[config.mk]
export PLATFORM = sky130hd
export DESIGN_NAME = uart_tx_arbiter
export DESIGN_NICKNAME = d
export VERILOG_FILES = /design/src/rtl/uart_tx_arbiter.sv
export SDC_FILE = /design/constraint.sdc
export NUM_CORES = 1
export LEC_CHECK = 0
export BUFFER_PORTS_ARGS = -buffer_cell sky130_fd_sc_hd__buf_2
export CORE_MARGIN = 5
export CORE_UTILIZATION = 56
export DETAILED_ROUTE_END_ITERATION = 6
export PLACE_DENSITY = 0.87
export RECOVER_POWER = 50
export SLEW_MARGIN = 30
export SYNTH_ARGS = -nofsm -noshare
export SYNTH_HDL_FRONTEND = slang
export SYNTH_SLANG_ARGS = --single-unit
[constraint.sdc]
create_clock -name clk -period 2.4 [get_ports clk]
set_input_delay 0.48 -clock clk [delete_from_list [all_inputs] [get_ports clk]]
set_output_delay 0.48 -clock clk [all_outputs]
set_load 0.05 [all_outputs]
[src/rtl/uart_tx_arbiter.sv]
// Shares one UART transmitter between a response requester and a dump requester, one-deep buffer each.
// Latency: request to trmt is 2 clocks from idle; tx_done to next trmt is 2 clocks.
// Backpressure: none upstream; a request hitting a full buffer is dropped and flagged sticky.
module uart_tx_arbiter #(
    parameter int MAX_SKIP   = 4,
    parameter int TX_TIMEOUT = 16384
) (
    input  logic       clk,
    input  logic       rst_n,
    input  logic       resp_req,
    input  logic [7:0] resp_data,
    output logic       resp_sent,
    input  logic       dump_req,
    input  logic [7:0] dump_data,
    output logic       dump_sent,
    output logic       trmt,
    output logic [7:0] tx_data,
    input  logic       tx_done,
    input  logic       clr_err,
    output logic       busy,
    output logic       ovfl_resp,
    output logic       ovfl_dump,
    output logic       tx_err
);

    typedef enum logic [1:0] {
        IDLE = 2'd0,
        LOAD = 2'd1,
        WAIT = 2'd2
    } state_t;

    localparam logic [3:0]  MAX_SKIP_V = 4'(MAX_SKIP);
    localparam logic [15:0] TMO_LAST   = 16'(TX_TIMEOUT - 1);

    state_t      state;
    state_t      next_state;

    logic        pend_resp;
    logic        pend_dump;
    logic [7:0]  resp_buf;
    logic [7:0]  dump_buf;
    logic        owner_dump;
    logic [3:0]  skip_cnt;
    logic [15:0] tmo_cnt;

    logic        any_pend;
    logic        load_go;
    logic        grant_dump;
    logic        grant_resp;
    logic        take_resp;
    logic        take_dump;
    logic        done_ok;
    logic        tmo_abort;

    // Arbitration and capture decisions
    always_comb begin
        any_pend   = pend_resp | pend_dump;
        load_go    = (state == IDLE) && any_pend;
        grant_dump = pend_dump && (!pend_resp || (skip_cnt >= MAX_SKIP_V));
        grant_resp = load_go && !grant_dump;
        // A buffer being handed to LOAD on this edge can accept a new byte at once
        take_resp  = resp_req && (!pend_resp || grant_resp);
        take_dump  = dump_req && (!pend_dump || (load_go && grant_dump));
        done_ok    = (state == WAIT) && tx_done;
        tmo_abort  = (state == WAIT) && !tx_done && (tmo_cnt == TMO_LAST);
    end

    // State register
    always_ff @(posedge clk or negedge rst_n) begin
        if (!rst_n) begin
            state <= IDLE;
        end else begin
            state <= next_state;
        end
    end

    // Next-state logic
    always_comb begin
        next_state = state;
        case (state)
            IDLE: begin
                if (any_pend) begin
                    next_state = LOAD;
                end
            end
            LOAD: begin
                next_state = WAIT;
            end
            WAIT: begin
                if (done_ok || tmo_abort) begin
                    next_state = IDLE;
                end
            end
            default: begin
                next_state = IDLE;
            end
        endcase
    end

    // Outputs decoded from state
    always_comb begin
        trmt = (state == LOAD);
        busy = (state != IDLE) || any_pend;
    end

    // Capture buffers
    always_ff @(posedge clk or negedge rst_n) begin
        if (!rst_n) begin
            pend_resp <= 1'b0;
            pend_dump <= 1'b0;
            resp_buf  <= 8'h00;
            dump_buf  <= 8'h00;
        end else begin
            if (take_resp) begin
                resp_buf  <= resp_data;
                pend_resp <= 1'b1;
            end else if (grant_resp) begin
                pend_resp <= 1'b0;
            end
            if (take_dump) begin
                dump_buf  <= dump_data;
                pend_dump <= 1'b1;
            end else if (load_go && grant_dump) begin
                pend_dump <= 1'b0;
            end
        end
    end

    // Grant bookkeeping and transmit datapath
    always_ff @(posedge clk or negedge rst_n) begin
        if (!rst_n) begin
            tx_data    <= 8'h00;
            owner_dump <= 1'b0;
            skip_cnt   <= 4'd0;
            tmo_cnt    <= 16'd0;
            resp_sent  <= 1'b0;
            dump_sent  <= 1'b0;
        end else begin
            if (load_go) begin
                tx_data    <= grant_dump ? dump_buf : resp_buf;
                owner_dump <= grant_dump;
                // The skip count only matters while a dump byte is actually waiting
                if (grant_dump || !pend_dump) begin
                    skip_cnt <= 4'd0;
                end else begin
                    skip_cnt <= skip_cnt + 4'd1;
                end
            end
            if (state == LOAD) begin
                tmo_cnt <= 16'd0;
            end else if (state == WAIT) begin
                tmo_cnt <= tmo_cnt + 16'd1;
            end
            resp_sent <= done_ok && !owner_dump;
            dump_sent <= done_ok && owner_dump;
        end
    end

    // Sticky error flags; a set in the same cycle as clr_err takes precedence
    always_ff @(posedge clk or negedge rst_n) begin
        if (!rst_n) begin
            ovfl_resp <= 1'b0;
            ovfl_dump <= 1'b0;
            tx_err    <= 1'b0;
        end else begin
            ovfl_resp <= (ovfl_resp && !clr_err) || (resp_req && !take_resp);
            ovfl_dump <= (ovfl_dump && !clr_err) || (dump_req && !take_dump);
            tx_err    <= (tx_err && !clr_err) || tmo_abort;
        end
    end

endmodule

; ---- Word level (Yosys, flattened, before mapping)
; Cells that the tools add are included.
[word_totals]
romBits = 0
mem_count = 0
mem_bits_rw = 0
regBits = 54
output_inout_bits = 15
input_bits = 22
latch_bits = 0
word_cells = 73
[op_classes]
bitwise = 1
n_lt_le_gt_ge = 1
mux = 11
mul = 0
eq_ne = 5
div_mod_pow = 0
n_addsub = 2
shift = 0
reduce_logical = 39
[op_table]
columns = op, count
row1 = $mux W16, 2
row2 = $add A16 B1 Y16 const B, 1
row3 = $eq A16 B14 Y1 const B, 1
row4 = $logic_and A1 B1 Y1, 16
row5 = $logic_or A1 B1 Y1, 9
row6 = $logic_not A1 Y1, 8
row7 = $mux W8, 1
row8 = $reduce_bool A2 Y1, 4
row9 = $pmux W2 S3, 1
row10 = $add A4 B1 Y4 const B, 1
row11 = $ge A4 B3 Y1 const B, 1
row12 = $mux W1, 4
row13 = $mux W2, 2
row14 = $mux W4, 1
row15 = $eq A2 B1 Y1 const B, 1
row16 = $eq A2 B2 Y1 const B, 1
row17 = $logic_not A2 Y1, 1
row18 = $ne A2 B1 Y1 const B, 1
row19 = $ne A2 B2 Y1 const B, 1
row20 = $reduce_and A2 Y1, 1
row21 = $or A1 B1 Y1, 1

; ---- Logic depth before layout (Yosys ltp)
; Gate-level depths: netlist of the first run.
[logic_depth]
ltp_word = 10
ltp_mapped = 7

; ---- Worst setup path before layout of the first run
; OpenSTA, ideal clock, no wires.
[synth_timing]
path_type = reg-to-reg
start = register state[0]
end = register state[0]
slack_ns = 0.245
t_required_ns = 2.273
synth_period_minus_slack_ns = 2.155
n_path_buf = 1
arrival_ns = 2.028
path_stages_with_launch = 8
setup_time_ns = 0.127
path_cell_list = dfrtp_1 > inv_1 > ha_1 > or3b_2 > clkbuf_1 > nand4_1 > mux2i_1 > a311o_1
[synth_between]
elab_chain_len = 6
word_cells_on_any_way = 11
[synth_rtl]
columns = item, line_no
row1 = from (decl), 35  ; state_t state;
row2 = from (signal assigned), 73  ; state <= next_state;
row3 = $eq A2 B2 Y1, "64, 65, 80"
row4 = $logic_and A1 B1 Y1 (2 in a row), 65  ; tmo_abort = (state == WAIT) && !tx_done && (tmo_cnt == TMO_LAST);
row5 = $logic_or A1 B1 Y1, 90  ; if (done_ok || tmo_abort) begin
row6 = $ne A2 B1 Y1 (no line), n/a
row7 = $reduce_and A2 Y1 (no line), n/a
; Parallel ways exist; a longest one is shown, timed or not.
; A chain may end at the register's enable or synchronous reset.

; ---- Worst setup path in the final report of the first run
[layout_timing]
start = register state[0]
end = output port busy
[layout_between]
elab_chain_len = 2
[layout_rtl]
columns = item, line_no
row1 = $reduce_bool A2 Y1, 103  ; busy = (state != IDLE) || any_pend;
row2 = $logic_or A1 B1 Y1, 103
row3 = to (decl), 20  ; output logic busy,
; No other way between the ends.

==> results.sh, run 1 <==
export IMPL_ys_async_sr_fraction=1.00
export IMPL_layout_nets=288
export IMPL_grt_pass1_vias=1930
export IMPL_rr_startpoint="state[0]"
export IMPL_initial_core_util=0.570
export IMPL_drc=0
export IMPL_power_density_nw_per_um2=1370
export IMPL_critPathRequiredTime_ps=1920
export IMPL_place_area_um2=2710
export IMPL_p_clk_frac=0.164
export IMPL_worst_pin_slew_ps=1620
export IMPL_synth_top_area_cell="dfrtp_1"
export IMPL_ir_drop_mv=0.686
export IMPL_fin_crit_sh=0.924
export IMPL_p_leak_nw=1.34
export IMPL_netlist_top_cells_count="dfrtp_1 (54), inv_1 (20), mux2_2 (17)"
export IMPL_layoutNonFillerInstCount=313
export IMPL_core_area_um2=4320
export IMPL_gp_congestion=0.835
export IMPL_whs_endpoint="resp_sent"
export IMPL_syn_area_um2=2460
export IMPL_finClkSkew_ps=8.02
export IMPL_hold_violations=0
export IMPL_netlist_instances=220
export IMPL_antenna_found_initial=0
export IMPL_ios=37
export IMPL_die_x_um=76.3
export IMPL_max_cap_violations=1
export IMPL_yosys_most_used_dff="dfrtp_1"
export IMPL_cts_sinks=54
export IMPL_drive_above_1_share=0.261
export IMPL_post_synth_num_cell_types=41
export IMPL_cts_root_buffer_cell="clkbuf_8"
export IMPL_swShare=0.425
export IMPL_failed_checks="max-capacitance violations, max-slew violations"
export IMPL_worstSetupPathType="reg -> out"
export IMPL_power_mw=3.86
export IMPL_avgViaCountPerCell=5.90
export IMPL_start_kind="flip-flop"
export IMPL_tns_ps=0
export IMPL_synth_nets=248
export IMPL_final_design_area_no_fill_um2=2820
export IMPL_power_frac_seq=0.390
export IMPL_cp_end_kind="output pin"
export IMPL_power_internal_mw=2.22
export IMPL_post_cts_setup_buffers=0
export IMPL_netlist_area_leader_share=0.548
export IMPL_outcome="finished, violations left"
export IMPL_dieArea_um2=5830
export IMPL_cts_resized_gates=0
export IMPL_wire_per_inst_um=16.9
export IMPL_die_h_um=76.3
export IMPL_row_count=24
export IMPL_ant_nets=0
export IMPL_yosys_warnings=0
export IMPL_drtIter0Drc=226
export IMPL_post_route_min_period_ps=2220
export IMPL_r2r_end="tmo_cnt[15]"
export IMPL_ys_seq_elements=54
export IMPL_fill_cells=343
export IMPL_crit_fanout=7
export IMPL_gr_total_overflow=0
export IMPL_worstHoldStart="tx_done"
export IMPL_worstPathArrival_ps=1740
export IMPL_fmax_mhz=451
export IMPL_syn_avg_cell_area_um2=11.2
export IMPL_ff2ff_setup_slack_ps=210
export IMPL_dr_pass1_iters=5
export IMPL_cts_max_level=2
export IMPL_combPwrFrac=0.446
export IMPL_critPathLaunch="state[0]"
export IMPL_rr_worst_depth=6
export IMPL_drt_wl_total_um=5290
export IMPL_ys_seq_area_frac=0.548
export IMPL_netSwitchingPower_mw=1.64
export IMPL_hold_class="in -> reg"
export IMPL_grt_use_total=0.193
export IMPL_cts_made_buffers=5
export IMPL_cts_tree="yes"
export IMPL_hold_buffers=0
export IMPL_clk_latency_ps=310
export IMPL_synth_edff_count=0
export IMPL_num_antenna_cells=0
export IMPL_dp_cells=305
export IMPL_slew_headroom=-0.0825
export IMPL_rsz0062_at_grt="no"
export IMPL_port_buffers=36
export IMPL_drv_slew=31
export IMPL_dp_hpwl_um=3520
export IMPL_ys_top_cells_by_area="dfrtp_1 (55%), mux2_2 (7.8%), a222oi_1 (3.2%), ha_1 (3.0%), inv_1 (3.0%)"
export IMPL_clockBufferDepth=2
export IMPL_grt_first_pass_wirelength_um=9190
export IMPL_vias=1848
export IMPL_grt_max_degree=31
export IMPL_cts_clk_slew_worst_paths_ps=100
export IMPL_setup_viol_count_final=0
export IMPL_area_growth_syn_to_layout_pct=14.6
export IMPL_min_path_cells=3
export IMPL_synth_most_common_cell="dfrtp_1"
[cell usage in the layout (no fill, tap or decap), types with 4 or more instances in the layout]
master    count
xnor2_1       5
clkbuf_1      6
nand2_1      16
mux2_2       17
a222oi_1      8
and3_1        4
o21ai_0       8
nand4_1       7
inv_1        20
ha_1          6
nor2_1       13
dfrtp_1      54
nand3_1       5
buf_2        30
clkbuf_8      5
a21oi_1       5
[worst max-delay path, cell delays in order, from the launching register on]
cell and delay [ps]:
dfrtp_1 430, inv_1 140, ha_1 200, or3b_4 430
clkbuf_4 230
[worst max-delay path by stage]
stage | endpoint | slack [ps] | cells after the start
final | busy | 180 | 4
after global routing | busy | 90 | 4
after CTS | busy | 70 | 4
after detailed placement | dump_buf[4] | 140 | 6
after global placement | dump_buf[6] | 220 | 6
after floorplan | state[0] | 250 | 7
[power groups by stage]
stage	Combinational [mW]	Sequential [mW]	Clock [mW]
floorplan	1.03	1.74	0
global placement	1.63	1.48	0
detailed placement	1.70	1.50	0
CTS	1.73	1.49	0.643
global route	1.90	1.55	0.689
finish	1.72	1.50	0.634
[cell type report]
class / instances / area [um2] / share of cell area
clock inverter: 3 / 47.5 / 0.0168
clock buffer: 5 / 68.8 / 0.0244
inverter: 20 / 75.1 / 0.0266
multi-input combinational: 139 / 1020 / 0.360
timing repair buffer: 40 / 200 / 0.0709
sequential: 54 / 1350 / 0.479
tap: 52 / 65.1 / 0.0230
[sequential cells by signal, summed over array words and instances (netlist names)]
signal,count
owner_dump,1
ovfl_resp,1
state,2
tx_err,1
tx_data,8
ovfl_dump,1
tmo_cnt,16
pend_dump,1
resp_buf,8
dump_sent,1
skip_cnt,4
pend_resp,1
dump_buf,8
resp_sent,1
[cells by family (layout without fill, tap and decap cells)]
group | Yosys count | in the layout | synth area share
compound gates | 40 | 40 | 0.124
fa+ha+maj | 6 | 6 | 0.0305
buf+inv | 27 | 68 | 0.0416
simple gates | 68 | 68 | 0.149
flops | 54 | 54 | 0.548
xor+xnor | 6 | 6 | 0.0213
mux | 19 | 19 | 0.0858
[layer usage]
layer / GRT usage / wire length (um) / up-vias
met5: 0 / 0 / -
met4: 0.0559 / 100 / 0
met3: 0.0485 / 206 / 11
met2: 0.321 / 2680 / 42
met1: 0.248 / 2300 / 926
li1: - / - / 869
[metrics by stage]
step / utilization / setup slack (ps) / hold slack, ps
finish: 0.653 / 183 / 389
global route: 0.653 / 91.1 / 386
CTS: 0.654 / 66.7 / 226
detailed placement: 0.627 / 139 / 445
global placement: 0.627 / 217 / 439
floorplan: - / 245 / 184
Note: power is estimated with default switching activity, not from simulation.
==> run 2: changes to the inputs <==
==> constraint.sdc (replaced) <==
create_clock -name clk -period 2.4 [get_ports clk]
set_input_delay 0.36 -clock clk [delete_from_list [all_inputs] [get_ports clk]]
set_output_delay 0.36 -clock clk [all_outputs]
set_load 0.05 [all_outputs]
==> run 2 against run 1 <==
Against the previous run:
- the run still ends with max-capacitance violations, max-slew violations left
- design area shrank 0.80%
- wire length shrank 7.1%
- utilization shrank 0.52 points
- register-to-register slack gained 100 ps
- critical path type unchanged
- largest power group unchanged
==> results.sh, run 2 (same netlist as run 1, synthesis figures left out) <==
export IMPL_dp_hpwl_um=3450
export IMPL_grt_pass1_vias=1874
export IMPL_crit_fanout=7
export IMPL_critPathRequiredTime_ps=2040
export IMPL_port_buffers=36
export IMPL_post_place_ws_ps=154
export IMPL_layout_nets=288
export IMPL_max_cap_violations=1
export IMPL_power_density_nw_per_um2=1330
export IMPL_post_cts_setup_buffers=0
export IMPL_failed_checks="max-capacitance violations, max-slew violations"
export IMPL_grt_use_total=0.176
export IMPL_wire_per_inst_um=15.7
export IMPL_slew_headroom=-0.0877
export IMPL_cts_sinks=54
export IMPL_finClkSkew_ps=8.70
export IMPL_tns_ps=0
export IMPL_hold_violations=0
export IMPL_rr_worst_depth=6
export IMPL_power_mw=3.72
export IMPL_fmax_mhz=454
export IMPL_worstSetupPathType="reg -> out"
export IMPL_drtIter0Drc=165
export IMPL_multi_input_comb_area_um2=1010
export IMPL_rsz0062_at_grt="no"
export IMPL_vias=1843
export IMPL_cts_max_level=2
export IMPL_fill_cells=365
export IMPL_gp_congestion=0.754
export IMPL_place_area_um2=2710
export IMPL_grt_max_degree=32
export IMPL_row_count=24
export IMPL_cts_tree="yes"
export IMPL_die_h_um=76.3
export IMPL_drv_slew=32
export IMPL_dieArea_um2=5830
export IMPL_drc=0
export IMPL_fin_crit_sh=0.917
export IMPL_final_common_cell="dfrtp_1"
export IMPL_worst_pin_slew_ps=1630
export IMPL_cp_end_kind="output pin"
export IMPL_rr_startpoint="state[1]"
export IMPL_final_design_area_no_fill_um2=2800
export IMPL_cts_root_buffer_cell="clkbuf_8"
export IMPL_p_leak_nw=1.32
export IMPL_worstPathArrival_ps=1840
export IMPL_clk_latency_ps=310
export IMPL_drive_above_1_share=0.261
export IMPL_antenna_found_initial=0
export IMPL_ff2ff_setup_slack_ps=310
export IMPL_largest_reg_flops=16
export IMPL_fin_ws_ps=198
export IMPL_cts_clk_slew_worst_paths_ps=100
export IMPL_regMostFlops="tmo_cnt"
export IMPL_initial_core_util=0.570
export IMPL_clockBufferDepth=2
export IMPL_ant_nets=0
export IMPL_grt_first_pass_wirelength_um=8500
export IMPL_hold_ws_ps=272
export IMPL_core_area_um2=4320
export IMPL_final_seq_area_um2=1350
export IMPL_cts_made_buffers=5
export IMPL_ir_drop_mv=0.744
export IMPL_drt_wl_total_um=4910
export IMPL_hold_buffers=0
export IMPL_ios=37
export IMPL_most_common_layout_cells="dfrtp_1 (54), buf_2 (31), inv_1 (20)"
export IMPL_critPathLaunch="state[1]"
export IMPL_r2r_end="tmo_cnt[15]"
export IMPL_num_antenna_cells=0
export IMPL_worstSetupEndpoint="busy"
export IMPL_area_growth_syn_to_layout_pct=13.7
export IMPL_die_x_um=76.3
export IMPL_outcome="finished, violations left"
export IMPL_dr_pass1_iters=7
export IMPL_avgViaCountPerCell=5.89
export IMPL_setup_viol_count_final=0
export IMPL_gr_total_overflow=0
export IMPL_start_kind="flip-flop"
export IMPL_post_route_min_period_ps=2200
export IMPL_hold_class="in -> reg"
-- run 2: power breakdown --
part | internal [mW] | total (mW) | switching, mW
clock | 0.238 | 0.543 | 0.305
sequential | 1.25 | 1.49 | 0.239
combinational | 0.646 | 1.69 | 1.04
-- run 2: what timing repair did --
action / 4_1_cts / 5_1_grt
hold endpoints to repair: 0 / 0
endpoints found under the setup margin: 0 / 8
gates resized for setup: 0 / 1
-- run 2: cell type report --
| type | instances | area share |
|---|---|---|
| well taps | 52 | 0.0232 |
| clock buffers | 6 | 0.0295 |
| inverters | 20 | 0.0268 |
| repair buffers | 40 | 0.0706 |
| clock inverters | 2 | 0.00581 |
| flip-flops and latches | 54 | 0.482 |
| multi-input cells | 139 | 0.362 |
-- run 2: worst min-delay path by stage --
stage / cells after the start / slack, ps / end / startpoint
floorplan: 0 / 60 / dump_buf[0] / rst_n
global placement: 1 / 430 / tmo_cnt[9] / rst_n
detailed placement: 1 / 440 / tmo_cnt[9] / rst_n
CTS: 1 / 100 / tmo_cnt[9] / rst_n
global route: 2 / 260 / dump_buf[7] / dump_data[7]
finish: 2 / 270 / resp_buf[1] / resp_data[1]
-- run 2: routing by layer --
layer	GRT usage	routed length, um	up-vias
li1	-	-	870
met1	0.226	2060	909
met2	0.295	2500	58
met3	0.0414	285	6
met4	0.0507	73	0
met5	0	0	-
-- run 2: stage by stage --
| stage | cells | util |
|---|---|---|
| after CTS | 313 | 0.650 |
| after global routing | 313 | 0.648 |
| final | 313 | 0.648 |
| after detailed placement | 305 | 0.627 |
| after floorplan | 220 | - |
| after global placement | 305 | 0.627 |
-- run 2: worst max-delay path: stages (launching register included) --
cell and delay [ps]:
dfrtp_1 420, inv_1 130, ha_1 200, or3b_2 530
buf_2 250
==> run 3: changes to the inputs <==
--- a/config.mk
+++ b/config.mk
@@ -9,8 +9,9 @@
 export CORE_MARGIN = 5
 export CORE_UTILIZATION = 56
 export DETAILED_ROUTE_END_ITERATION = 6
-export PLACE_DENSITY = 0.87
+export PLACE_DENSITY_LB_ADDON = 0.05
 export RECOVER_POWER = 50
+export REMOVE_ABC_BUFFERS = 1
 export SLEW_MARGIN = 30
 export SYNTH_ARGS = -nofsm -noshare
 export SYNTH_HDL_FRONTEND = slang
==> run 3 against run 2 <==
Against the previous run:
- the flow now finishes without violations
- via count is 3.0% lower
- critical path type unchanged
- register-to-register slack improved by 30 ps
- die area unchanged
- sequential share of layout area down 0.17 points
- highest routed layer unchanged
- wire length fell by 1.0%
- combinational power is essentially flat
==> results.sh, run 3 (same netlist as run 1, synthesis figures left out) <==
export IMPL_clockBufferDepth=2
export IMPL_final_design_area_no_fill_um2=2810
export IMPL_grt_pass1_vias=1763
export IMPL_path_cells="inv_1 -> ha_1 -> or3b_2 -> buf_2"
export IMPL_critPathSlowestCell="or3b_2"
export IMPL_clk_latency_ps=300
export IMPL_cts_resized_gates=0
export IMPL_final_common_cell="dfrtp_1"
export IMPL_power_mw=3.70
export IMPL_ant_nets=0
export IMPL_cts_root_buffer_cell="clkbuf_8"
export IMPL_cts_max_level=2
export IMPL_dieArea_um2=5830
export IMPL_start_kind="flip-flop"
export IMPL_place_area_um2=2740
export IMPL_worstPathArrival_ps=1840
export IMPL_p_leak_nw=1.34
export IMPL_hold_ws_ps=280
export IMPL_drive_above_1_share=0.254
export IMPL_max_cap_violations=0
export IMPL_critPathRequiredTime_ps=2040
export IMPL_drv_slew=0
export IMPL_post_route_min_period_ps=2200
export IMPL_setup_viol_count_final=0
export IMPL_hold_violations=0
export IMPL_die_x_um=76.3
export IMPL_cts_tree="yes"
export IMPL_tns_ps=0
export IMPL_gr_total_overflow=0
export IMPL_wire_per_inst_um=15.4
export IMPL_antenna_found_initial=0
export IMPL_drtIter0Drc=208
export IMPL_largest_reg_flops=16
export IMPL_grt_use_total=0.176
export IMPL_area_growth_syn_to_layout_pct=14.1
export IMPL_layout_nets=291
export IMPL_hold_buffers=0
export IMPL_port_buffers=36
export IMPL_dp_hpwl_um=3490
export IMPL_die_h_um=76.3
export IMPL_rsz0062_at_grt="no"
export IMPL_gp_congestion=0.830
export IMPL_fmax_mhz=455
export IMPL_drc=0
export IMPL_grt_max_degree=24
export IMPL_cts_made_buffers=5
export IMPL_slew_headroom=0.190
export IMPL_hold_class="in -> reg"
export IMPL_finClkSkew_ps=4.84
export IMPL_drt_wl_total_um=4860
export IMPL_row_count=24
export IMPL_cts_sinks=54
export IMPL_most_common_layout_cells="dfrtp_1 (54), buf_2 (30), inv_1 (20)"
export IMPL_avgViaCountPerCell=5.66
export IMPL_worst_pin_slew_ps=1220
export IMPL_vias=1787
export IMPL_ir_drop_mv=0.745
export IMPL_crit_fanout=7
export IMPL_worstSetupPathType="reg -> out"
export IMPL_core_area_um2=4320
export IMPL_cp_end_kind="output pin"
export IMPL_grt_first_pass_wirelength_um=8290
export IMPL_regMostFlops="tmo_cnt"
export IMPL_critPathMaxStageDelay_ps=530
export IMPL_power_density_nw_per_um2=1320
export IMPL_fin_crit_sh=0.915
export IMPL_initial_core_util=0.570
export IMPL_ios=37
export IMPL_num_antenna_cells=0
export IMPL_dr_pass1_iters=4
export IMPL_cts_clk_slew_worst_paths_ps=90
export IMPL_outcome="finished clean"
export IMPL_post_cts_setup_buffers=0
-- run 3: cell count changes in the layout (fill, tap and decap cells not counted) --
cell	previous run	this run
clkbuf_1	6	9
clkinv_2	0	1
nor2b_2	1	0
inv_6	1	0
nor2b_1	1	2
clkbuf_2	1	0
clkinvlp_4	1	0
buf_2	31	30
buf_4	2	5
-- run 3: where the power goes --
part | total [mW] | internal, mW | switching, mW
combinational | 1.71 | 0.671 | 1.04
sequential | 1.49 | 1.25 | 0.234
clock | 0.507 | 0.233 | 0.274
-- run 3: stage by stage --
step,std cells,utilization,worst slack (ps)
6_report,316,0.650,203
5_1_grt,316,0.650,78.5
4_1_cts,316,0.654,176
3_5_place_dp,308,0.633,367
3_3_place_gp,308,0.633,441
2_1_floorplan,213,-,363
-- run 3: area by class of cell --
cell class / count / area [um2]
flip-flops and latches: 54 / 1350
clock buffers: 7 / 86.3
well taps: 52 / 65.1
fillers: 363 / 1510
multi-input cells: 139 / 1010
inverters: 20 / 75.1
clock inverters: 1 / 5.00
repair buffers: 43 / 218
-- run 3: final timing paths --
path | startpoint | end | slack, ps | cells past startpoint
setup / recovery | state[1] | busy | 200 | 4
hold / removal | dump_req | pend_dump | 280 | 2
setup reg to reg | state[1] | tmo_cnt[15] | 340 | 6
hold reg to reg | owner_dump | resp_sent | 480 | 1
max in group asynchronous | rst_n | skip_cnt[1] | 750 | 2
min in group asynchronous | rst_n | dump_sent | 290 | 1
-- run 3: worst max-delay path, delay by kind of cell (launching register included) --
| family | cells | cell delay, ps |
|---|---|---|
| AND/OR/NAND/NOR | 1 | 530 |
| flip-flops | 1 | 420 |
| buffers and inverters | 2 | 380 |
| adder cells (fa/ha/maj) | 1 | 210 |
-- run 3: metal layers --
layer	vias up	track usage	wire length, um
met5	-	0	0
met4	0	0.0524	57
met3	7	0.0485	252
met2	45	0.297	2420
met1	858	0.220	2130
li1	877	-	-
